--- src/rtl/game_phase_ctrl.sv ---
// Game phase controller: color selection, board-initialization handshake with
// timeout/retry, play and game-over phases. All outputs are registered Moore decodes.
module game_phase_ctrl #(
  parameter int unsigned INIT_TIMEOUT   = 1024,
  parameter int unsigned MAX_RETRY      = 3,
  parameter int unsigned DEFAULT_COLORS = 6
) (
  input  logic       clk,
  input  logic       rst_n,
  input  logic       btn_up,
  input  logic       btn_down,
  input  logic       btn_start,
  input  logic       init_done,
  input  logic       game_over,
  output logic [3:0] final_COLOR_NUM,
  output logic       BEGIN_GAME,
  output logic       INITIALIZE_BOARD,
  output logic       ACK_BEGIN_GAME,
  output logic       INIT_INIT,
  output logic       init_fail
);

  typedef enum logic [2:0] {
    S_SELECT = 3'd0,
    S_ACK    = 3'd1,
    S_CLEAR  = 3'd2,
    S_INIT   = 3'd3,
    S_PLAY   = 3'd4,
    S_OVER   = 3'd5
  } state_t;

  localparam logic [15:0] TMO_LAST  = 16'(INIT_TIMEOUT - 1);
  localparam logic [1:0]  RETRY_MAX = 2'(MAX_RETRY);
  localparam logic [3:0]  COLOR_RST = 4'(DEFAULT_COLORS);
  localparam logic [3:0]  COLOR_MAX = 4'd8;
  localparam logic [3:0]  COLOR_MIN = 4'd3;

  state_t      state_q, state_d;
  logic [3:0]  color_q, color_d;
  logic [1:0]  retry_q, retry_d;
  logic [15:0] tmo_q, tmo_d;
  logic        fail_q, fail_d;
  logic [1:0]  retry_inc_s;

  assign retry_inc_s = retry_q + 2'd1;

  always_comb begin
    state_d = state_q;
    color_d = color_q;
    retry_d = retry_q;
    tmo_d   = tmo_q;
    fail_d  = fail_q;
    case (state_q)
      S_SELECT: begin
        // Color change is applied even when start arrives in the same cycle.
        if (btn_up && !btn_down && (color_q < COLOR_MAX)) begin
          color_d = color_q + 4'd1;
        end else if (btn_down && !btn_up && (color_q > COLOR_MIN)) begin
          color_d = color_q - 4'd1;
        end else begin
          color_d = color_q;
        end
        if (btn_start) begin
          state_d = S_ACK;
          fail_d  = 1'b0;
          retry_d = 2'd0;
        end else begin
          state_d = S_SELECT;
        end
      end
      S_ACK: begin
        state_d = S_CLEAR;
      end
      S_CLEAR: begin
        tmo_d   = 16'd0;
        state_d = S_INIT;
      end
      S_INIT: begin
        tmo_d = tmo_q + 16'd1;
        if (init_done) begin
          state_d = S_PLAY;
        end else if (tmo_q == TMO_LAST) begin
          retry_d = retry_inc_s;
          if (retry_inc_s < RETRY_MAX) begin
            state_d = S_CLEAR;
          end else begin
            fail_d  = 1'b1;
            state_d = S_SELECT;
          end
        end else begin
          state_d = S_INIT;
        end
      end
      S_PLAY: begin
        if (game_over) begin
          state_d = S_OVER;
        end else begin
          state_d = S_PLAY;
        end
      end
      S_OVER: begin
        if (btn_start) begin
          state_d = S_SELECT;
        end else begin
          state_d = S_OVER;
        end
      end
      default: begin
        state_d = S_SELECT;
      end
    endcase
  end

  // Outputs are registered from the next state so each equals a decode of state_q.
  always_ff @(posedge clk or negedge rst_n) begin
    if (!rst_n) begin
      state_q          <= S_SELECT;
      color_q          <= COLOR_RST;
      retry_q          <= 2'd0;
      tmo_q            <= 16'd0;
      fail_q           <= 1'b0;
      BEGIN_GAME       <= 1'b0;
      INITIALIZE_BOARD <= 1'b0;
      ACK_BEGIN_GAME   <= 1'b0;
      INIT_INIT        <= 1'b0;
    end else begin
      state_q          <= state_d;
      color_q          <= color_d;
      retry_q          <= retry_d;
      tmo_q            <= tmo_d;
      fail_q           <= fail_d;
      BEGIN_GAME       <= (state_d == S_PLAY);
      INITIALIZE_BOARD <= (state_d == S_INIT);
      ACK_BEGIN_GAME   <= (state_d == S_ACK);
      INIT_INIT        <= (state_d == S_CLEAR);
    end
  end

  assign final_COLOR_NUM = color_q;
  assign init_fail       = fail_q;

endmodule

--- config.mk ---
export PLATFORM = sky130hd
export DESIGN_NAME = game_phase_ctrl
export DESIGN_NICKNAME = d
export VERILOG_FILES = /design/src/rtl/game_phase_ctrl.sv
export SDC_FILE = /design/constraint.sdc
export NUM_CORES = 1
export LEC_CHECK = 0
export CORE_MARGIN = 2
export CORE_UTILIZATION = 51
export DETAILED_ROUTE_END_ITERATION = 8
export PLACE_DENSITY = 0.86
export SETUP_SLACK_MARGIN = 0.5
export SYNTH_ARGS = -nofsm -noshare
export SYNTH_HDL_FRONTEND = slang
export SYNTH_SLANG_ARGS = --single-unit
export TNS_END_PERCENT = 1
--- constraint.sdc ---
create_clock -name clk -period 2.07 [get_ports clk]
set_input_delay 0.621 -clock clk [delete_from_list [all_inputs] [get_ports clk]]
set_output_delay 0.621 -clock clk [all_outputs]
set_load 0.01 [all_outputs]
==> impl_metrics.yaml <==
cells_and_area:
  final-instance-count-excl-fill: 252
  nNetsFinal: 217
  post-route-util: 0.662
  fin_area_mm2: 0.00219
  diodes: 0
  area_delta_synth_final_pct: 25.8
  nFillCells: 266
  regArea_um2: 767
  multi_input_area_um2: 991
  drive_gt1_frac: 0.340
sta:
  holdWs_ps: 544
  final.setup.tns_ps: 0
  fin_crit_sh: 0.973
  setup_violations: 0
  rsz0062_at_grt: "yes"
  slew_headroom: 0.744
  finalMaxSlewViolations: 0
  fin_ws_ps: 55.3
  skew_ps: 5.20
  fmax_mhz: 496
  tightest_slew_ps: 384
  period_needed_ps: 2010
  hold_viol_final: 0
clocking:
  cts_max_level: 2
  cts_buffers: 5
  clk_pin_slew_ps: 90
  clock_latency_ps: 340
  root_buffer: "clkbuf_4"
  cts_tree: "done"
  cts_buffer_depth: 2
  cts.sinks: 30
power:
  clock_power_share: 0.150
  netSwitchingPower_mw: 1.02
  p_int_mw: 1.50
  power_per_cell_area_mw_per_mm2: 1150
  ir_drop_mv: 1.03
  p_total_mw: 2.52
  combPwrFrac: 0.471
  swShare: 0.406
  pwr-share-seq: 0.379
  p_leak_nw: 0.957
yosys:
  ys_ff_latch: 30
  synth_area_leader_cell: "dfrtp_1"
  synth_cells: 176
  synth_edf_count: 0
  synth_area_mm2: 0.00174
  synth_area_per_cell_um2: 9.90
  synthFlopType: "dfrtp_1"
  ys_warn_count: 0
  synth_top_cells_by_count: "28 x dfrtp_1, 19 x o21ai_0, 16 x nand2_1"
  synth_area_leaders: "dfrtp_1 40%, o21ai_0 5.5%, nand2_1 3.4%"
  yosysTopAreaCellShare: 0.402
  yosysMostFrequentCell: "dfrtp_1"
  synth_cell_types: 52
  ys_seq_area_frac: 0.432
  ys_async_sr_fraction: 1.00
  syn_nets: 188
worst_setup_path:
  crit_fanout: 4
  worstPathCellList: "or3_4, ha_4, a21o_1, a21o_1, or4_1, o211ai_1"
  startpoint_type: "register"
  cp_num_buf_inv: 0
  path_common_cell: "a21o_1"
  crit_required_ps: 2330
  max_stage_delay_ps: 460
  cp-end-kind: "register"
  arrival_ps: 2270
  cp_slowest_cell: "or4_1"
  critPathTopFamily: "simple AND/OR/NAND/NOR gates"
  worstSetupPathType: "reg -> reg"
grt:
  grt_start_max_net_pins: 31
  grt_pass1_wl_um: 6670
  antenna_found_initial: 0
  grt-ovfl-total: 0
  grt_pass1_vias: 1447
  grtUsageTotal: 0.216
placement:
  hpwlAfterDp_um: 2600
  dp_cells: 242
  portBuffers: 15
  dpl_worst_slack_ps: -718
  routabilityCongestion: 0.844
  placed_area_mm2: 0.00198
min_path:
  hp-class: "reg -> reg"
run_status:
  status: "finished, final reports clean"
floorplanning:
  start_util: 0.526
  die_w_um: 62.5
  ios: 16
  die_h_um: 62.5
  die_area_mm2: 0.00390
  fp-row-count: 21
  core_mm2: 0.00331
route:
  drtIter0Drc: 145
  vias_per_cell: 5.98
  dr.pass1.iters: 4
  drt-wirelength-per-cell_um: 15.5
  num_vias: 1507
  detail-route-antenna-nets: 0
  drc_errors: 0
  wl_um: 3900
flow_run:
  max_cap_violations: 0
[cells by family (layout without fill, tap and decap cells)]
kind of cell,after synthesis,count (layout),share of synthesized area
mux,4,4,0.0244
buf+inv,16,46,0.0660
xor+xnor,2,2,0.0101
fa+ha+maj,5,5,0.0402
compound gates,55,55,0.206
simple gates,64,64,0.221
flops,30,30,0.432
[cell type report]
type	instances	area share
sequential	30	0.350
inverter	6	0.0103
clock inverter	1	0.00228
multi-input combinational	130	0.452
clock buffer	7	0.0251
tap	46	0.0263
timing repair buffer	32	0.134
[power by group through the flow]
| stage | registers, mW | logic, mW | clock network [mW] |
|---|---|---|---|
| floorplan | 0.908 | 0.694 | 0 |
| global placement | 0.927 | 1.05 | 0 |
| detailed placement | 0.932 | 1.09 | 0 |
| CTS | 0.910 | 1.12 | 0.375 |
| global route | 0.982 | 1.30 | 0.412 |
| finish | 0.956 | 1.19 | 0.378 |
[repair_timing]
action                     in CTS  in global routing
resized for setup              12                 57
gates cloned                    0                  0
pin swaps                       5                 10
setup endpoints to repair      22                 28
hold buffers                    0                  0
setup buffers                   2                  0
[worst register-to-register path: stages (launching register included)]
cell	delay (ps)
dfrtp_1	410
or3_4	430
ha_4	220
a21o_1	150
a21o_1	160
or4_1	460
o211ai_1	100
[cells in the final DEF, fill, tap and decap left out, drive strengths merged, types with 2 or more instances in the layout]
master	instances
a21o	3
a21oi	8
a31oi	2
a41oi	5
and2	2
and3	3
and4	4
buf	22
clkbuf	8
clkdlybuf4s50	3
dfrtp	28
dfstp	2
dlymetal6s2s	6
ha	4
inv	6
mux2	2
mux2i	2
nand2	16
nand2b	2
nand3	10
nand3b	3
nand4	6
nor2	7
nor3	3
o211ai	3
o21ai	19
o31ai	4
o41ai	2
or4	3
xor2	2
[worst paths after layout]
check                                    from                 end  slack (ps)  depth (start not counted)
max in group asynchronous               rst_n  final_COLOR_NUM[1]        1090                          2
setup / recovery           final_COLOR_NUM[3]  final_COLOR_NUM[3]          60                          6
hold reg to reg            final_COLOR_NUM[0]  final_COLOR_NUM[0]         540                          1
hold / removal             final_COLOR_NUM[0]  final_COLOR_NUM[0]         540                          1
min in group asynchronous               rst_n            tmo_q[2]         660                          2
setup reg to reg           final_COLOR_NUM[3]  final_COLOR_NUM[3]          60                          6
[metal layers]
metal	GRT usage	wire length, um	vias up
li1	-	-	728
met3	0.0577	180	8
met2	0.358	1920	38
met1	0.269	1720	733
met5	0	0	-
met4	0.0833	76	0
[state kept, by name (all words and copies together), names as in the netlist]
name              count
final_COLOR_NUM       4
BEGIN_GAME            1
ACK_BEGIN_GAME        1
INIT_INIT             1
init_fail             1
tmo_q                16
state_q               3
INITIALIZE_BOARD      1
retry_q               2
(Power assumes the default switching activity.)
